`config.mk`:
```
export PLATFORM = sky130hd
export DESIGN_NAME = game_screen_ctrl
export DESIGN_NICKNAME = d
export VERILOG_FILES = /design/src/rtl/vga_pkg.sv /design/src/rtl/btn_sync_edge.sv /design/src/rtl/game_screen_ctrl.sv
export SDC_FILE = /design/constraint.sdc
export NUM_CORES = 1
export LEC_CHECK = 0
export CORE_MARGIN = 2
export CORE_UTILIZATION = 36
export CTS_CLUSTER_SIZE = 25
export DETAILED_ROUTE_END_ITERATION = 12
export GPL_ROUTABILITY_DRIVEN = 0
export PLACE_DENSITY = 0.77
export REMOVE_ABC_BUFFERS = 1
export SLEW_MARGIN = 25
export SYNTH_ARGS = -nofsm -noshare
export SYNTH_HDL_FRONTEND = slang
export SYNTH_SLANG_ARGS = --single-unit
```
`constraint.sdc`:
```
create_clock -name clk -period 2.5 [get_ports clk]
set_input_delay 0.5 -clock clk [delete_from_list [all_inputs] [get_ports clk]]
set_output_delay 0.5 -clock clk [all_outputs]
set_load 0.03 [all_outputs]
```
`src/rtl/vga_pkg.sv`:
```
`default_nettype none
// +----------------------------------------------------------------------+
// | vga_pkg                                                              |
// | Shared VGA timing defaults, screen mode encodings and colour helpers.|
// | Revision: 1.0                                                        |
// +----------------------------------------------------------------------+
package vga_pkg;

    typedef enum logic [1:0] {
        MODE_TITLE  = 2'd0,
        MODE_PLAY   = 2'd1,
        MODE_PAUSED = 2'd2,
        MODE_OVER   = 2'd3
    } mode_t;

    localparam int DEF_HBP = 144;
    localparam int DEF_HFP = 784;
    localparam int DEF_VBP = 31;
    localparam int DEF_VFP = 511;

    localparam logic [7:0] TRANSPARENT = 8'hFF;

    // Halve each channel of a packed {R3,G3,B2} colour.
    function automatic logic [7:0] dim_rgb(input logic [7:0] c);
        return {1'b0, c[7:6], 1'b0, c[4:3], 1'b0, c[1]};
    endfunction

endpackage
`default_nettype wire

```
`src/rtl/btn_sync_edge.sv`:
```
`default_nettype none
// +----------------------------------------------------------------------+
// | btn_sync_edge                                                        |
// | Two-flop synchroniser for a raw button plus rising-edge pulse.       |
// | Revision: 1.0                                                        |
// +----------------------------------------------------------------------+
module btn_sync_edge (
    input  logic clk,
    input  logic rst,
    input  logic raw,
    output logic rise
);

    logic sync0;
    logic sync1;
    logic sync1_d;

    always_ff @(posedge clk) begin
        if (rst) begin
            sync0   <= 1'b0;
            sync1   <= 1'b0;
            sync1_d <= 1'b0;
        end else begin
            sync0   <= raw;
            sync1   <= sync0;
            sync1_d <= sync1;
        end
    end

    assign rise = sync1 & ~sync1_d;

endmodule
`default_nettype wire

```
`src/rtl/game_screen_ctrl.sv`:
```
`default_nettype none
// +----------------------------------------------------------------------+
// | game_screen_ctrl                                                     |
// | Frame-synchronous title/play/pause/over sequencer and RGB selector.  |
// | Revision: 1.0                                                        |
// +----------------------------------------------------------------------+
module game_screen_ctrl
    import vga_pkg::*;
#(
    parameter int         HBP          = DEF_HBP,
    parameter int         HFP          = DEF_HFP,
    parameter int         VBP          = DEF_VBP,
    parameter int         VFP          = DEF_VFP,
    parameter int         BLINK_FRAMES = 30,
    parameter int         OVER_FRAMES  = 180,
    parameter logic [7:0] BG_COLOR     = 8'h00
) (
    input  logic        clk,
    input  logic        rst,
    input  logic [10:0] hc,
    input  logic [10:0] vc,
    input  logic        start_btn,
    input  logic        player_dead,
    input  logic [7:0]  title_rgb,
    input  logic [7:0]  game_rgb,
    input  logic [7:0]  over_rgb,
    output logic [2:0]  R,
    output logic [2:0]  G,
    output logic [1:0]  B,
    output logic [1:0]  mode,
    output logic        game_en,
    output logic        game_rst
);

    localparam int BW = (BLINK_FRAMES > 1) ? $clog2(BLINK_FRAMES) : 1;
    localparam int OW = (OVER_FRAMES > 1) ? $clog2(OVER_FRAMES) : 1;
    localparam logic [BW-1:0] BLINK_LAST = BW'(BLINK_FRAMES - 1);
    localparam logic [OW-1:0] OVER_LAST  = OW'(OVER_FRAMES - 1);
    localparam logic [10:0]   HBP_C = 11'(HBP);
    localparam logic [10:0]   HFP_C = 11'(HFP);
    localparam logic [10:0]   VBP_C = 11'(VBP);
    localparam logic [10:0]   VFP_C = 11'(VFP);

    mode_t         state;
    mode_t         state_nxt;
    logic          start_rise;
    logic          tick;
    logic          start_pend;
    logic          dead_pend;
    logic [OW-1:0] over_cnt;
    logic [BW-1:0] blink_cnt;
    logic          blink;
    logic          active;
    logic [7:0]    pix;

    btn_sync_edge u_start_sync (
        .clk  (clk),
        .rst  (rst),
        .raw  (start_btn),
        .rise (start_rise)
    );

    assign tick   = (hc == 11'd0) && (vc == 11'd0);
    assign active = (hc >= HBP_C) && (hc < HFP_C) && (vc >= VBP_C) && (vc < VFP_C);
    assign mode   = state;

    // Flags live for one frame; an event on the tick cycle belongs to the next frame.
    always_ff @(posedge clk) begin
        if (rst) begin
            start_pend <= 1'b0;
            dead_pend  <= 1'b0;
        end else if (tick) begin
            start_pend <= start_rise;
            dead_pend  <= player_dead;
        end else begin
            start_pend <= start_pend | start_rise;
            dead_pend  <= dead_pend | player_dead;
        end
    end

    always_comb begin
        state_nxt = state;
        if (tick) begin
            case (state)
                MODE_TITLE:  if (start_pend) state_nxt = MODE_PLAY;
                MODE_PLAY: begin
                    if (dead_pend)       state_nxt = MODE_OVER;
                    else if (start_pend) state_nxt = MODE_PAUSED;
                end
                MODE_PAUSED: if (start_pend) state_nxt = MODE_PLAY;
                MODE_OVER:   if (over_cnt == OVER_LAST) state_nxt = MODE_TITLE;
                default:     state_nxt = MODE_TITLE;
            endcase
        end
    end

    always_ff @(posedge clk) begin
        if (rst) begin
            state    <= MODE_TITLE;
            game_en  <= 1'b0;
            game_rst <= 1'b0;
        end else begin
            state    <= state_nxt;
            game_en  <= (state_nxt == MODE_PLAY);
            game_rst <= (state == MODE_TITLE) && (state_nxt == MODE_PLAY);
        end
    end

    always_ff @(posedge clk) begin
        if (rst) begin
            over_cnt  <= '0;
            blink_cnt <= '0;
            blink     <= 1'b0;
        end else if (tick) begin
            if (state == MODE_OVER)
                over_cnt <= (over_cnt == OVER_LAST) ? '0 : over_cnt + OW'(1);
            if (blink_cnt == BLINK_LAST) begin
                blink_cnt <= '0;
                blink     <= ~blink;
            end else begin
                blink_cnt <= blink_cnt + BW'(1);
            end
        end
    end

    always_comb begin
        pix = 8'h00;
        if (active) begin
            case (state)
                MODE_TITLE:  pix = (blink && (title_rgb != TRANSPARENT)) ? title_rgb : BG_COLOR;
                MODE_PLAY:   pix = game_rgb;
                MODE_PAUSED: pix = dim_rgb(game_rgb);
                MODE_OVER:   pix = (over_rgb != TRANSPARENT) ? over_rgb : game_rgb;
                default:     pix = 8'h00;
            endcase
        end
    end

    always_ff @(posedge clk) begin
        if (rst) {R, G, B} <= 8'h00;
        else     {R, G, B} <= pix;
    end

endmodule
`default_nettype wire

```
## Yosys cells after proc, flatten, opt, wreduce, memory -nomap -nowiden

Index checks and enable logic that the tools add are counted.

- Output and inout port bits: 12
- Logic and storage cells: 60
- Register bits after elaboration: 31
- Bits of input ports: 50

- $lt $le $gt $ge: 4
- Reduce and logical (&&, ||, !) cells: 13
- Multiplexer cells: 13
- Bitwise logic cells: 6
- Add/sub/neg operators: 2
- Eq/ne operators: 8

Operator list:

| operator | count |
|---|---|
| $pmux 8 s4 | 1 |
| $mux 8 | 3 |
| $logic_not 11->1 | 2 |
| $ne 8x8->1 const B | 2 |
| $ge 11x5->1 const B | 1 |
| $ge 11x8->1 const B | 1 |
| $lt 11x10->1 const B | 1 |
| $lt 11x9->1 const B | 1 |
| $mux 2 | 5 |
| $add 8x1->8 const B | 1 |
| $eq 8x8->1 const B | 1 |
| $logic_and 1x1->1 | 6 |
| $pmux 2 s3 | 1 |
| $add 5x1->5 const B | 1 |
| $eq 5x5->1 const B | 1 |
| $mux 5 | 1 |
| $eq 2x1->1 const B | 2 |
| $eq 2x2->1 const B | 2 |
| $reduce_and 2->1 | 2 |
| $reduce_or 2->1 | 2 |
| $not 1->1 | 3 |
| $logic_not 2->1 | 1 |
| $mux 1 | 2 |
| $or 1x1->1 | 2 |
| $and 1x1->1 | 1 |

## Depth between registers and ports, before layout

Gate-level depths: netlist (run 1).

- Word-level depth: 6
- Depth in mapped cells: 7
- Mapped depth without buffers: 6

## Modules after synthesis

Synthesis (run 1) repeated with hierarchy kept, for this count alone.

- Cells, all modules: 210
- Area, all modules: 1,716.6 µm²

By module, submodules not included:

| module | area an instance (µm²) | cells each | instances | seq. area each (µm²) |
|---|---|---|---|---|
| game_screen_ctrl | 1,629.1 | 203 | 1 | 560.5 |
| btn_sync_edge | 87.6 | 7 | 1 | 60.1 |

## Worst setup path before layout (run 1)

No wires, ideal clock.

- Path kind: in2reg
- Start: in vc[5]
- End: reg over_cnt[7]
- Path buffers: 0
- Library setup time: 0.116 ns
- Path slack: 0.385 ns
- Stages on the path: 5
- Arrival: 1.999 ns
- Cell sequence: or4_4 -> or4_4 -> nor4_4 -> xnor2_1 -> nor2_1

- Word-level cells in the longest chain between the ends: 3

Ends and longest elaborated chain:

| item | RTL line | RTL |
|---|---|---|
| from (decl) | game_screen_ctrl.sv:21 | `input logic [10:0] vc,` |
| $logic_not 11->1 | game_screen_ctrl.sv:63 | `assign tick = (hc == 11'd0) && (vc == 11'd0);` |
| $logic_and 1x1->1 | game_screen_ctrl.sv:63 |  |
| $reduce_and 2->1 (no line) | n/a |  |
| to (signal assigned) | game_screen_ctrl.sv:116 | `over_cnt <= (over_cnt == OVER_LAST) ? '0 : over_cnt + OW'(1);` |
| to (decl) | game_screen_ctrl.sv:50 | `logic [OW-1:0] over_cnt;` |

No other way between the ends.
A chain may end at the register's enable or synchronous reset.

## Worst setup path in the final report (run 1)

- Start: in vc[5]
- End: reg over_cnt[5]

The elaborated chain is that of the path after synthesis.

==> results of run 1 <==
[worst max path at each step]
stage	endpoint	depth (start not counted)	from	slack, ps
finish	over_cnt[5]	6	vc[5]	180
detailed placement	over_cnt[5]	6	vc[5]	-110
global route	over_cnt[5]	6	vc[5]	80
global placement	over_cnt[7]	6	vc[5]	-80
CTS	over_cnt[5]	6	vc[5]	190
floorplan	over_cnt[7]	5	vc[5]	380
[sequential cells by signal (all words and copies together), names as in the netlist]
signal and cells:
G 3, start_pend 1, game_en 1, blink_cnt 5
u_start_sync.sync0 1, u_start_sync.sync1 1, blink 1, over_cnt 8
u_start_sync.sync1_d 1, game_rst 1, B 2, mode 2
R 3, dead_pend 1
[cells by family (layout without fill, tap and decap cells)]
family,count (synthesis),in the layout,synth area share [%]
adder cells (fa/ha/maj),3,3,2.33
AND/OR/NAND/NOR,91,91,31.6
multiplexers,3,3,1.86
AO/OA/AOI/OAI,45,45,17.2
flip-flops,31,31,38.4
buffers and inverters,18,88,4.19
XOR/XNOR,8,8,4.34
[final cells by class]
cell class / count / area [um^2] / share of cell area [%]
inverter: 10 / 37.5 / 1.55
tap: 52 / 65.1 / 2.69
timing repair buffer: 71 / 686 / 28.3
multi-input combinational: 150 / 926 / 38.2
clock buffer: 6 / 82.6 / 3.41
sequential: 31 / 621 / 25.6
clock inverter: 1 / 5.00 / 0.207
[report_power, final]
part | leakage, nW | internal, mW | total, mW | switching [mW]
combinational | 0.563 | 0.0810 | 0.121 | 0.0401
sequential | 0.251 | 0.498 | 0.500 | 0.00170
clock | 0.0470 | 0.215 | 0.388 | 0.173
total | 0.860 | 0.794 | 1.01 | 0.215
[stage by stage]
step	setup WS (ps)	utilization (%)	hold WS, ps
final	176	56.0	451
after floorplan	385	-	414
after CTS	187	56.0	452
after global placement	-83.5	54.0	420
after global routing	75.6	56.0	461
after detailed placement	-114	54.0	437
[critical path: cells and delay by family]
family                 cells  cell delay (ps)
AND/OR/NAND/NOR            4             1430
buffers and inverters      1              420
XOR/XNOR                   1              140
[placed cells by master, fill, tap and decap left out, drive strengths merged, types with 2 or more instances in the layout]
cell type and instances:
and3 3, ha 3, o21a 3, nor4 8, o21ai 9, or2 2
buf 10, xor2 3, mux2i 3, clkbuf 6, nand2 9, nor2 15
nand2b 4, nor3 13, or3 7, nand4 9, a32oi 2, nor2b 5
xnor2 5, a21oi 20, a211oi 2, or4 3, and2 2, nand3 11
dfxtp 31, a221oi 5, clkdlybuf4s50 61, inv 10
[metal layers]
layer  part of all wire [%]  vias up  wire [um]  GRT usage, %
met4                    1.9        0         78          7.34
met1                     43      775       1820          20.7
li1                       -      879          -             -
met5                      0        -          0             0
met3                    9.9        8        417          6.98
met2                     45       89       1890          29.1
==> impl_metrics.ini, run 1 <==
[timing]
fin_crit_ps = 2320
setup_violations = 0
skew_ps = 2.44
tns_ps = 0
drv_slew = 0
fmax_mhz = 430
fin_crit_sh_pct = 93.0
relSlewSlack_pct = 67.8
hold_viol_final = 0
tightest_slew_ps = 479
rsz0062_at_grt = false

[setup_path]
critPathMostFrequentCell = or4_4
critPathArrivalTime_ps = 2490
r2r_start = mode[0]
end_kind = flop
worstPathCellList = clkdlybuf4s50_1, or4_4, or4_4, nor3_1, xnor2_1, nor2_1
cp_slowest_stage_delay_ps = 570
cp-start-kind = input pin
reg2reg_depth = 5
worstSetupPathType = in2reg
reg2reg_slack_ps = 800
critPathSlowestCell = or4_4
path_max_fanout = 4
reg2reg_to = over_cnt[5]
cp.required_ps = 2670

[worst_hold_path]
min_to = u_start_sync.sync1
min_path_cells = 1
hp-class = reg2reg
hp-start = u_start_sync.sync0

[power]
leakagePower_nw = 0.860
peakVddDrop_mv = 0.302
p_total_mw = 1.01
cellPowerDensity_mw_per_mm2 = 417

[clock_network]
cts_resized = 0
cts_hold_buf = 0
cts_buffers = 5
clk_pin_slew_ps = 60
clock_latency_ps = 280
cts_setup_buffers = 0
clock_tree.buffer_depth = 2
cts_sinks = 31
htreeDepth = 2
clock-root-buffer = clkbuf_8
cts_tree = done

[cells_and_area]
area_delta_synth_final_pct = 50.1
drive_above_1_share_pct = 8.92
fin_cells = 321
nNetsFinal = 322
num_antenna_cells = 0
fill_cells = 417
final_area_mm2 = 0.00242

[routing]
first_pass_iters = 4
drc = 0
vias = 1751
ant_nets = 0
drt_iter0_markers = 76
wl_um = 4200
vias_per_cell = 5.45
post_drt_wl_per_cell_um = 13.1

[synthesis]
synth_ff_type = dfxtp_1
yosysMostFrequentCell = dfxtp_1
synth_commonest_cells = 31 x dfxtp_1, 20 x a21oi_1, 15 x nor2_1, 12 x nor3_1, 11 x nand3_1
ys_ff_latch = 31
yosysTopAreaCell = dfxtp_1
yosys-top-cells-area = dfxtp_1 38%, a21oi_1 6.2%, nor3_1 3.7%
syn_area_mm2 = 0.00161
ys_warn_count = 0
avgSynthCellArea_um2 = 8.11
ys_seq_area_share_pct = 38.4
async_flop_share_pct = 0
ys_types = 34
syn_inst = 199
synth_edf_count = 0
synth_top_area_share_pct = 38.4

[global_routing]
grt_overflow_total = 0
grt_start_max_net_pins = 14
grt_first_pass_wirelength_um = 7040
track_usage_pct = 17.7
antenna_found_initial = 0
grt_pass1_vias = 1643

[placement]
port_buffers = 61
dp.cells = 314
dpl_cell_area_mm2 = 0.00233
dpl.hpwl_um = 3330

[floorplanning]
chipHeight_um = 71.0
io_pins = 62
num_rows = 24
initial_core_util_pct = 37.3
die_area_mm2 = 0.00504
core_mm2 = 0.00432
dieWidth_um = 71.0

[run]
maxCapViolCount = 0

[outcome]
status = completed
No activity file was read; power rests on OpenSTA's default activity.
==> run 2: changes to the inputs <==
--- a/config.mk
+++ b/config.mk
@@ -10,7 +10,7 @@
 export CTS_CLUSTER_SIZE = 25
 export DETAILED_ROUTE_END_ITERATION = 12
 export GPL_ROUTABILITY_DRIVEN = 0
-export PLACE_DENSITY = 0.77
+export PLACE_DENSITY = 0.75
 export REMOVE_ABC_BUFFERS = 1
 export SLEW_MARGIN = 25
 export SYNTH_ARGS = -nofsm -noshare
==> run 2 against run 1 <==
  * Sequential power is essentially flat
  * Count of clock-buffer cells in the layout unchanged
  * Critical path depth unchanged
  * Cell count is 0.62% lower
  * Flip-flop and latch count is the same
  * Critical path type unchanged
  * Critical endpoint unchanged
  * Largest cell class unchanged
==> impl_metrics.ini, run 2 (synthesized netlist as in run 1, its figures left out) <==
[timing]
fin_crit_sh_pct = 92.5
drv_slew = 0
hold_viol_final = 0
fmax_mhz = 432
setup_violations = 0
relSlewSlack_pct = 63.4
tns_ps = 0
skew_ps = 4.59
rsz0062_at_grt = false
tightest_slew_ps = 544
final.setup.worst_slack_ps = 188
holdWs_ps = 437
fin_crit_ps = 2310

[global_routing]
grt_pass1_vias = 1631
grt_first_pass_wirelength_um = 7270
grt_overflow_total = 0
track_usage_pct = 18.2
antenna_found_initial = 0
grt_start_max_net_pins = 14

[setup_path]
critPathTopFamily = simple AND/OR/NAND/NOR gates
cp.required_ps = 2670
cp-start-kind = input pin
cp_slowest_stage_delay_ps = 570
critPathMostFrequentCell = or4_4
critPathSlowestCell = or4_4
end_kind = flop
path_max_fanout = 4
critPathArrivalTime_ps = 2480
worst-path-buf-inv = 1
worstPathCellList = clkdlybuf4s50_1, or4_4, or4_4, nor3_1, xnor2_1, nor2_1
reg2reg_depth = 5
worstSetupPathType = in2reg
path_depth = 6

[routing]
post_drt_wl_per_cell_um = 13.3
wl_um = 4230
drc = 0
first_pass_iters = 4
ant_nets = 0
vias = 1677
vias_per_cell = 5.26
drt_iter0_markers = 61

[cells_and_area]
most-common-layout-cells = 61 x clkdlybuf4s50_1, 31 x dfxtp_1, 20 x a21oi_1, 15 x nor2_1, 12 x nor3_1
fin_util_pct = 55.5
mostFrequentLayoutCell = clkdlybuf4s50_1
fin_cells = 319
nNetsFinal = 321
num_antenna_cells = 0
area_delta_synth_final_pct = 48.7
largest_reg_flops = 8
drive_above_1_share_pct = 7.87
fill_cells = 415
reg.largest.list = over_cnt (8), blink_cnt (5)
largest-register = over_cnt
final_area_mm2 = 0.00240

[clock_network]
clock-root-buffer = clkbuf_8
clk_pin_slew_ps = 60
cts_buffers = 5
cts_sinks = 31
clock_latency_ps = 280
cts_tree = done
cts_resized = 0
htreeDepth = 2
cts_hold_buf = 0
cts_setup_buffers = 0
clock_tree.buffer_depth = 2

[power]
power_frac_comb_pct = 12.3
power_switching_mw = 0.210
cellPowerDensity_mw_per_mm2 = 406
peakVddDrop_mv = 0.268
p_total_mw = 0.973
clkPwrFrac_pct = 36.3
power_frac_seq_pct = 51.4
swShare_pct = 21.5
p_int_mw = 0.764
leakagePower_nw = 0.843

[placement]
dpl_cell_area_mm2 = 0.00233
dpl.hpwl_um = 3370
dp_slack_ps = -106
port_buffers = 61
dp.cells = 313

[run]
maxCapViolCount = 0

[floorplanning]
dieWidth_um = 71.0
core_mm2 = 0.00432
die_area_mm2 = 0.00504
initial_core_util_pct = 37.3
chipHeight_um = 71.0
num_rows = 24
io_pins = 62

[outcome]
status = completed

[worst_hold_path]
hp-class = reg2reg
min_path_cells = 1
[run 2: final cells by class]
| class | instances | area, um^2 | area share [%] |
|---|---|---|---|
| Multi-Input combinational cell | 150 | 926 | 38.6 |
| Timing Repair Buffer | 70 | 678 | 28.3 |
| Sequential cell | 31 | 621 | 25.9 |
| Clock buffer | 6 | 72.6 | 3.02 |
| Tap cell | 52 | 65.1 | 2.71 |
| Inverter | 10 | 37.5 | 1.56 |
[run 2: final timing paths]
| kind | startpoint | end | slack, ps |
|---|---|---|---|
| max reg2reg | mode[1] | over_cnt[5] | 730 |
| min reg2reg | u_start_sync.sync0 | u_start_sync.sync1 | 440 |
| min | u_start_sync.sync0 | u_start_sync.sync1 | 440 |
| max | vc[5] | over_cnt[5] | 190 |
[run 2: power groups by stage]
stage	clock network [mW]	registers, mW	logic [mW]
2_1_floorplan	0	0.510	0.0220
3_3_place_gp	0	0.511	0.119
3_5_place_dp	0	0.511	0.119
4_1_cts	0.368	0.500	0.120
5_1_grt	0.386	0.500	0.130
6_report	0.354	0.500	0.120
[run 2: metal layers]
metal / GRT usage, % / part of all wire [%] / vias to the layer above
met5: 0 / 0 / -
met4: 7.76 / 1.6 / 0
met3: 6.41 / 8.9 / 6
met2: 29.1 / 45 / 71
met1: 22.2 / 45 / 731
li1: - / - / 869
==> run 3: changes to the inputs <==
--- a/config.mk
+++ b/config.mk
@@ -12,6 +12,7 @@
 export GPL_ROUTABILITY_DRIVEN = 0
 export PLACE_DENSITY = 0.75
 export REMOVE_ABC_BUFFERS = 1
+export SETUP_SLACK_MARGIN = 0.4
 export SLEW_MARGIN = 25
 export SYNTH_ARGS = -nofsm -noshare
 export SYNTH_HDL_FRONTEND = slang
==> run 3 against run 2 <==
  * Wire length up 5.6%
  * Core utilization increased by 2.4 points
  * Worst setup slack improved by 280 ps
  * Flip-flop and latch count unchanged
  * Non-clock buffer count is 4 higher
  * Sequential share of layout area decreased by 1.1 points
  * Die area stayed put
  * Cell area rose by 4.4%
  * Sequential power barely moved
==> impl_metrics.ini, run 3 (synthesized netlist as in run 1, its figures left out) <==
[routing]
vias_per_cell = 5.36
first_pass_iters = 4
wl_um = 4460
ant_nets = 0
drt_iter0_markers = 80
vias = 1730
post_drt_wl_per_cell_um = 13.8
drc = 0

[placement]
dpl.hpwl_um = 3370
port_buffers = 61
dpl_cell_area_mm2 = 0.00233

[floorplanning]
die_area_mm2 = 0.00504
initial_core_util_pct = 37.3
dieWidth_um = 71.0
chipHeight_um = 71.0
num_rows = 24
core_mm2 = 0.00432
io_pins = 62

[timing]
fin_crit_sh_pct = 81.4
fmax_mhz = 491
tns_ps = 0
drv_slew = 0
tightest_slew_ps = 532
skew_ps = 3.53
setup_violations = 0
hold_viol_final = 0
relSlewSlack_pct = 64.2
fin_crit_ps = 2030
rsz0062_at_grt = true

[setup_path]
reg2reg_to = over_cnt[7]
reg2reg_depth = 5
worstPathCellList = clkdlybuf4s50_1, nor4_4, o21ai_1, or4_4, buf_4, nor3_1
cp.required_ps = 2700
end_kind = flop
cp_slowest_stage_delay_ps = 460
worstSetupPathType = in2reg
critPathSlowestCell = clkdlybuf4s50_1
r2r_start = mode[1]
path_max_fanout = 6
reg2reg_slack_ps = 640
cp-start-kind = input pin
critPathArrivalTime_ps = 2240

[cells_and_area]
mostFrequentLayoutCell = clkdlybuf4s50_1
num_antenna_cells = 0
final_area_mm2 = 0.00250
largest_reg_flops = 8
reg.largest.list = over_cnt (8), blink_cnt (5)
largest-register = over_cnt
most-common-layout-cells = 47 x clkdlybuf4s50_1, 31 x dfxtp_1, 20 x a21oi_1, 15 x nor2_1, 12 x buf_4
fin_util_pct = 57.9
nNetsFinal = 325
area_delta_synth_final_pct = 55.2
drive_above_1_share_pct = 14.0

[global_routing]
grt_use_met3_pct = 6.41
grt-busiest-layer = met2
grt_pass1_vias = 1646
grt_util_met2_pct = 29.6
grt_start_max_net_pins = 14
antenna_found_initial = 0
grt_first_pass_wirelength_um = 7330
grt_overflow_total = 0
use_met1_pct = 22.3
track_usage_pct = 18.4

[clock_network]
cts_hold_buf = 0
clock_latency_ps = 280
cts_buffers = 5
clk_pin_slew_ps = 60
cts_sinks = 31
clock_tree.buffer_depth = 2
htreeDepth = 2
clock-root-buffer = clkbuf_8
cts_tree = done

[worst_hold_path]
hp-start = u_start_sync.sync0
min_to = u_start_sync.sync1
min_path_cells = 1
hp-class = reg2reg

[power]
peakVddDrop_mv = 0.270
cellPowerDensity_mw_per_mm2 = 389
leakagePower_nw = 0.969

[outcome]
status = completed

[run]
maxCapViolCount = 0
## run 3: changes by cell type in the layout (fill, tap and decap cells not counted), sizes merged
cell,before,now
buf,9,13
clkbuf,6,9
clkdlybuf4s15,0,1
clkdlybuf4s50,61,47
dlygate4sd2,0,3
dlymetal6s2s,0,7
## run 3: power breakdown
group / total [mW] / switching (mW) / internal [mW] / leakage [nW]
sequential: 0.500 / 0.00178 / 0.498 / 0.251
combinational: 0.122 / 0.0437 / 0.0782 / 0.681
clock: 0.353 / 0.168 / 0.185 / 0.0371
## run 3: stage by stage
stage	setup slack, ps	cells	hold WS (ps)	power [mW]
after floorplan	385	191	414	0.532
final	465	323	438	0.974
after detailed placement	-106	313	426	0.629
after global routing	371	323	472	1.02
after CTS	400	319	440	0.986
after global placement	-86.7	313	421	0.629
## run 3: how the worst max path moves through the flow
| stage | slack [ps] | startpoint | cells after the start | endpoint |
|---|---|---|---|---|
| 5_1_grt | 370 | hc[6] | 6 | over_cnt[3] |
| 4_1_cts | 400 | vc[2] | 8 | blink_cnt[1] |
| 2_1_floorplan | 380 | vc[5] | 5 | over_cnt[7] |
| 3_3_place_gp | -90 | vc[5] | 6 | over_cnt[7] |
| 6_report | 470 | hc[6] | 6 | B[0] |
| 3_5_place_dp | -110 | vc[5] | 6 | over_cnt[6] |
## run 3: final cells by class
cell class | instances | area (um^2)
multi-input cells | 150 | 998
clock buffers | 6 | 72.6
flip-flops and latches | 31 | 621
inverters | 10 | 37.5
fillers | 404 | 1820
well taps | 52 | 65.1
repair buffers | 74 | 711
## run 3: worst max-delay path: cells and delay by family
kind	cells	cell delay [ps]
AO/OA/AOI/OAI	1	130
buffers and inverters	2	640
AND/OR/NAND/NOR	3	960
## run 3: routing by layer
metal	wire length, um	vias up
met5	0	-
met3	374	6
met1	1930	770
li1	-	876
met2	2090	78
met4	67	0
## run 3: repair_timing
item / in CTS / in global routing
resized for setup: 16 / 23
buffers inserted: 0 / 4
setup endpoints to repair: 20 / 20
pin swaps: 8 / 7
